==> config.mk <==
export PLATFORM = sky130hd
export DESIGN_NAME = alu_issue_stage_flat
export DESIGN_NICKNAME = d
export VERILOG_FILES = /design/src/rtl/alu_issue_stage_if.sv /design/src/rtl/alu_issue_stage.sv /design/src/flat_wrapper.sv
export SDC_FILE = /design/constraint.sdc
export NUM_CORES = 1
export LEC_CHECK = 0
export BUFFER_PORTS_ARGS = -buffer_cell sky130_fd_sc_hd__buf_2
export CORE_MARGIN = 1
export CORE_UTILIZATION = 45
export DETAILED_ROUTE_END_ITERATION = 16
export MAX_ROUTING_LAYER = met4
export PLACE_DENSITY = 0.7
export SLEW_MARGIN = 20
export SYNTH_ARGS = -nofsm -noshare
export SYNTH_HDL_FRONTEND = slang
export SYNTH_SLANG_ARGS = --single-unit
==> constraint.sdc <==
create_clock -name clk -period 1.8 [get_ports clk]
set_input_delay 0.09 -clock clk [delete_from_list [all_inputs] [get_ports clk]]
set_output_delay 0.09 -clock clk [all_outputs]
set_load 0.05 [all_outputs]
==> src/rtl/alu_issue_stage_if.sv <==
// Issue-stage bundle: upstream instruction, downstream writeback, ALU operands.
// Latency: n/a (wiring only).
// Backpressure: in_valid/in_ready upstream, out_valid/out_ready downstream.
interface alu_issue_stage_if;
    logic       in_valid;
    logic       in_ready;
    logic [8:0] instr;
    logic       wb_en;
    logic [1:0] wb_addr;
    logic [3:0] wb_data;
    logic       out_valid;
    logic       out_ready;
    logic [3:0] a;
    logic [3:0] b;
    logic [2:0] ctrl;
    logic [1:0] rd;
    logic [7:0] stall_cnt;

    // Environment side: drives instructions, writebacks and the ALU consume strobe
    modport master (
        output in_valid, instr, wb_en, wb_addr, wb_data, out_ready,
        input  in_ready, out_valid, a, b, ctrl, rd, stall_cnt
    );

    // Issue stage side
    modport slave (
        input  in_valid, instr, wb_en, wb_addr, wb_data, out_ready,
        output in_ready, out_valid, a, b, ctrl, rd, stall_cnt
    );
endinterface

==> src/rtl/alu_issue_stage.sv <==
// ALU issue stage: 4x4 register file, busy scoreboard, hazard stall, operand output register.
// Latency: one cycle from accept to out_valid; writeback data bypassed into operand read.
// Backpressure: in_ready drops on hazard or when a held output is not consumed; outputs hold stable.
module alu_issue_stage (
    input  logic                clk,
    input  logic                rst,
    alu_issue_stage_if.slave    io
);

    typedef struct packed {
        logic [3:0] a;
        logic [3:0] b;
        logic [2:0] ctrl;
        logic [1:0] rd;
    } issue_t;

    logic [3:0] rf [4];
    logic [3:0] busy;
    issue_t     out_q;
    issue_t     out_d;
    logic       out_vld_q;
    logic [7:0] stall_q;

    logic [1:0] rs1;
    logic [1:0] rs2;
    logic [1:0] rd_in;
    logic [2:0] ctrl_in;
    logic [3:0] wb_clr;
    logic [3:0] hs_set;
    logic [3:0] busy_eff;
    logic       hz_busy;
    logic       hz_out;
    logic       hz;
    logic       in_rdy;
    logic       accept;
    logic       out_hs;
    logic [3:0] op_a;
    logic [3:0] op_b;

    // Instruction field decode
    always_comb begin
        ctrl_in = io.instr[8:6];
        rd_in   = io.instr[5:4];
        rs1     = io.instr[3:2];
        rs2     = io.instr[1:0];
    end

    // Hazard detection and handshake qualification; a same-cycle writeback
    // releases its register immediately, while the pending output entry
    // always blocks readers of its rd (its result cannot exist yet)
    always_comb begin
        wb_clr   = io.wb_en ? (4'b0001 << io.wb_addr) : 4'b0000;
        out_hs   = out_vld_q & io.out_ready;
        hs_set   = out_hs ? (4'b0001 << out_q.rd) : 4'b0000;
        busy_eff = busy & ~wb_clr;
        hz_busy  = busy_eff[rs1] | busy_eff[rs2];
        hz_out   = out_vld_q & ((out_q.rd == rs1) | (out_q.rd == rs2));
        hz       = hz_busy | hz_out;
        in_rdy   = ~hz & (~out_vld_q | io.out_ready);
        accept   = io.in_valid & in_rdy;
    end

    // Operand read with writeback bypass, independently per operand
    always_comb begin
        op_a = (io.wb_en && (io.wb_addr == rs1)) ? io.wb_data : rf[rs1];
        op_b = (io.wb_en && (io.wb_addr == rs2)) ? io.wb_data : rf[rs2];
        out_d.a    = op_a;
        out_d.b    = op_b;
        out_d.ctrl = ctrl_in;
        out_d.rd   = rd_in;
    end

    // Register file write from the writeback port
    always_ff @(posedge clk) begin
        if (rst) begin
            for (int i = 0; i < 4; i++) begin
                rf[i] <= 4'b0000;
            end
        end else if (io.wb_en) begin
            rf[io.wb_addr] <= io.wb_data;
        end
    end

    // Scoreboard: clear on writeback, then set on output handshake so set wins
    always_ff @(posedge clk) begin
        if (rst) begin
            busy <= 4'b0000;
        end else begin
            busy <= (busy & ~wb_clr) | hs_set;
        end
    end

    // Output register: load on accept, drop valid once consumed, otherwise hold
    always_ff @(posedge clk) begin
        if (rst) begin
            out_vld_q <= 1'b0;
            out_q     <= '0;
        end else if (accept) begin
            out_vld_q <= 1'b1;
            out_q     <= out_d;
        end else if (out_hs) begin
            out_vld_q <= 1'b0;
        end
    end

    // Saturating count of cycles an offered instruction was refused
    always_ff @(posedge clk) begin
        if (rst) begin
            stall_q <= 8'h00;
        end else if (io.in_valid && !in_rdy && (stall_q != 8'hFF)) begin
            stall_q <= stall_q + 8'd1;
        end
    end

    assign io.in_ready  = in_rdy;
    assign io.out_valid = out_vld_q;
    assign io.a         = out_q.a;
    assign io.b         = out_q.b;
    assign io.ctrl      = out_q.ctrl;
    assign io.rd        = out_q.rd;
    assign io.stall_cnt = stall_q;

endmodule
==> src/flat_wrapper.sv <==
// flat-port wrapper written by rule: the top's interface ports become plain ports
module alu_issue_stage_flat 
  (clk, rst, io_in_valid, io_instr, io_wb_en, io_wb_addr, io_wb_data, io_out_ready, io_in_ready, io_out_valid, io_a, io_b, io_ctrl, io_rd, io_stall_cnt);
  alu_issue_stage_if io_i ();
  input  logic clk;
  input  logic rst;
  input wire logic [$bits(io_i.in_valid)-1:0] io_in_valid;
  input wire logic [$bits(io_i.instr)-1:0] io_instr;
  input wire logic [$bits(io_i.wb_en)-1:0] io_wb_en;
  input wire logic [$bits(io_i.wb_addr)-1:0] io_wb_addr;
  input wire logic [$bits(io_i.wb_data)-1:0] io_wb_data;
  input wire logic [$bits(io_i.out_ready)-1:0] io_out_ready;
  output wire logic [$bits(io_i.in_ready)-1:0] io_in_ready;
  output wire logic [$bits(io_i.out_valid)-1:0] io_out_valid;
  output wire logic [$bits(io_i.a)-1:0] io_a;
  output wire logic [$bits(io_i.b)-1:0] io_b;
  output wire logic [$bits(io_i.ctrl)-1:0] io_ctrl;
  output wire logic [$bits(io_i.rd)-1:0] io_rd;
  output wire logic [$bits(io_i.stall_cnt)-1:0] io_stall_cnt;
  assign io_i.in_valid = io_in_valid;
  assign io_i.instr = io_instr;
  assign io_i.wb_en = io_wb_en;
  assign io_i.wb_addr = io_wb_addr;
  assign io_i.wb_data = io_wb_data;
  assign io_i.out_ready = io_out_ready;
  assign io_in_ready = io_i.in_ready;
  assign io_out_valid = io_i.out_valid;
  assign io_a = io_i.a;
  assign io_b = io_i.b;
  assign io_ctrl = io_i.ctrl;
  assign io_rd = io_i.rd;
  assign io_stall_cnt = io_i.stall_cnt;
  alu_issue_stage u_core (.clk(clk), .rst(rst), .io(io_i));
endmodule
==> results.py <==
metrics = {
    "outcome": {
        "status": "finished, final reports clean",
    },
    "die": {
        "coreArea_um2": 5075,
        "start_util_pct": 46.62,
        "ios": 43,
        "die_h_um": 74.51,
        "num_rows": 26,
        "die_area_um2": 5552,
        "fp.dieW_um": 74.51,
    },
    "worst_setup_path": {
        "crit_path_frequent_cell": "buf_4",
        "endpoint_kind": "flop",
        "cp.arrival_ns": 1.97,
        "path_buf_inv": 2,
        "rr_endpoint": "u_core.io.stall_cnt[3]",
        "path_depth": 7,
        "cp_top_family": "flip-flops",
        "path_cells": "and2b_2 > nand3b_1 > o2111a_2 > buf_4 > buf_4 > a21oi_1 > mux2_2",
        "crit_path_top_delay_cell": "dfxtp_4",
        "cp_max_fo": 5,
        "critPathMaxStageDelay_ns": 0.36,
        "r2r-start": "u_core.io.rd[1]",
        "r2r_setup_slack_ns": 0.03,
        "critPathKind": "reg -> reg",
        "cp-start-kind": "flop",
        "cp.required_ns": 2.00,
        "worstRegToRegCells": 7,
    },
    "global_route": {
        "use_met3_pct": 5.420,
        "use_met2_pct": 30.93,
        "grt_overflow_total": 0,
        "use_met1_pct": 29.08,
        "grtUsageTotal_pct": 21.28,
        "grt.busiest_layer": "met2",
        "grt_max_degree": 19,
        "antenna_found_initial": 0,
        "grt_pass1_wl_um": 8618,
        "grt_pass1_vias": 1809,
    },
    "timing": {
        "fin_worst_skew_ns": 0.009452,
        "maxSlewHeadroom_pct": 61.94,
        "finalHoldViolCount": 0,
        "whs_ns": 0.04515,
        "max_freq_mhz": 565.7,
        "setup_violations": 0,
        "period_share_pct": 98.21,
        "worstMarginPinSlew_ns": 0.5671,
        "min_period_ns": 1.768,
        "maxSlewViolCount": 0,
    },
    "power_and_ir_drop": {
        "p_seq_share_pct": 45.5,
        "p_sw_share_pct": 30.27,
        "p_leak_nw": 1.150,
        "p_per_area_nw_per_um2": 839.7,
        "power_mw": 2.419,
        "clkPwrFrac_pct": 31.5,
        "comb_power_share_pct": 23.0,
        "ir_drop_uv": 326.9,
        "power_switching_mw": 0.7320,
        "p_int_mw": 1.687,
    },
    "clock_tree": {
        "ctsHoldBuffers": 0,
        "clockRootBuffer": "clkbuf_8",
        "cts.sinks": 42,
        "cts_tree": "built",
        "cts_buffers": 5,
        "insertion_delay_ns": 0.31,
        "clkTransAtPathRegs_ns": 0.08,
        "cts_max_path_buffers": 2,
        "h-tree-depth": 2,
    },
    "detailed_routing": {
        "post-route-drc-count": 0,
        "totalWireLength_um": 5444,
        "drt_iter0_drc": 176,
        "num_vias": 1995,
        "drtPass1Iterations": 5,
        "antenna_left": 0,
        "wire_per_inst_um": 15.34,
        "avgViaCountPerCell": 5.620,
    },
    "synthesis": {
        "ys_seq_area_share_pct": 42.31,
        "syn_inst": 234,
        "synthArstFlopShare_pct": 0,
        "syn_area_per_cell_um2": 10.11,
        "synth_fp_nets": 255,
        "ys_types": 42,
        "syn-cell-area_um2": 2366,
        "synth_top_flop_cell": "dfxtp_1",
        "synth_edf_count": 16,
        "yosysWarningCount": 0,
        "synth_seq_cells": 42,
    },
    "hold_path": {
        "hold_start": "io_instr[8]",
        "hold_class": "in -> reg",
        "hold_end": "u_core.io.ctrl[2]",
        "min_path_cells": 3,
    },
    "place": {
        "dp_hpwl_um": 4032,
        "gp_congestion": 0.8094,
        "io_buffer_count": 42,
    },
    "layout": {
        "syn_to_final_growth_pct": 21.73,
        "nets": 305,
        "diodes": 0,
        "multi_input_area_um2": 1251,
        "seq_area_um2": 1015,
        "fill_cells": 446,
        "final_cell_mix": "buf_2, dfxtp_1, buf_4",
        "drive_above_1_share_pct": 35.09,
        "layout_commonest_cell": "buf_2",
    },
    "run": {
        "max_cap_viol_count": 0,
    },
}
tightest hold or removal path, cell delays in order:
cell	delay [ns]
buf_2	0.09
nand2b_1	0.06
mux2i_1	0.06
layout make-up:
| cell class | count | area share [%] |
|---|---|---|
| clock inverter | 3 | 1.564 |
| timing repair buffer | 62 | 13.42 |
| multi-input combinational | 166 | 43.44 |
| inverter | 7 | 0.9123 |
| sequential | 42 | 35.23 |
| clock buffer | 5 | 2.389 |
| tap | 70 | 3.041 |
metrics by stage:
step	setup WS (ns)	TNS (ns)	cells	cell area (um^2)	utilization, %
2_1_floorplan	0.004790	0	234	2386	-
5_1_grt	-0.02729	-0.03278	355	2880	56.76
6_report	0.03217	0	355	2880	56.76
4_1_cts	0.01018	0	349	2795	55.08
3_3_place_gp	0.09411	0	338	2656	52.34
3_5_place_dp	0.04292	0	338	2656	52.34
worst max path at each step:
stage                                 startpoint                      to
after CTS                        u_core.io.rd[1]             io_in_ready
after floorplan           u_core.io.stall_cnt[1]  u_core.io.stall_cnt[4]
final                            u_core.io.rd[1]  u_core.io.stall_cnt[3]
after global routing             u_core.io.rd[1]  u_core.io.stall_cnt[3]
after global placement           u_core.io.rd[1]  u_core.io.stall_cnt[0]
after detailed placement         u_core.io.rd[1]         u_core.io.rd[0]
registers in the layout, indices dropped and copies added, names as in the netlist:
name,flops
u_core.busy,4
u_core.io.a,4
u_core.io.b,4
u_core.io.ctrl,3
u_core.io.out_valid,1
u_core.io.rd,2
u_core.io.stall_cnt,8
u_core.rf,16
kinds of logic (layout without fill, tap and decap cells):
kind of cell               after synthesis  count (layout)  share of synthesized area (%)
muxes                                   21              21                          13.49
adders and majority gates                1               1                         0.5287
and+or+nand+nor                         85              85                          20.31
AOI/OAI and AO/OA                       59              59                          17.08
DFF                                     42              42                          42.31
buffers and inverters                   26              77                          6.293
synthesized netlist by cell type, drive strengths merged, types with 5 or more instances:
cell type | instances | share of area, %
dfxtp | 26 | 22
a21oi | 17 | 3.6
nand2b | 17 | 4.5
a31oi | 16 | 4.2
edfxtp | 16 | 20
nor2 | 16 | 2.5
buf | 13 | 4.2
and2 | 11 | 2.9
a211oi | 9 | 2.9
nor2b | 9 | 2.4
mux4 | 8 | 7.6
nand2 | 8 | 1.3
inv | 7 | 1.1
mux2 | 7 | 3.3
clkbuf | 6 | 0.95
mux2i | 6 | 2.5
nand3 | 5 | 1.1
nand4 | 5 | 1.3
per-layer routing:
layer / wire [um] / vias up
met5: 0 / -
met4: 22 / 0
met2: 2558 / 68
met3: 351 / 2
met1: 2511 / 955
li1: - / 970
power by group through the flow:
stage	clock, mW	combinational (mW)	sequential [mW]
final	0.762	0.557	1.10
after global placement	0	0.505	1.12
after CTS	0.783	0.522	1.10
after global routing	0.811	0.599	1.11
after detailed placement	0	0.512	1.12
after floorplan	0	0.283	1.24
what timing repair did:
action                     4_1_cts  5_1_grt
buffers inserted                 3        6
gates resized for setup          1       11
pin swaps                        2        1
setup endpoints to repair        1        8
(Power assumes the default switching activity.)
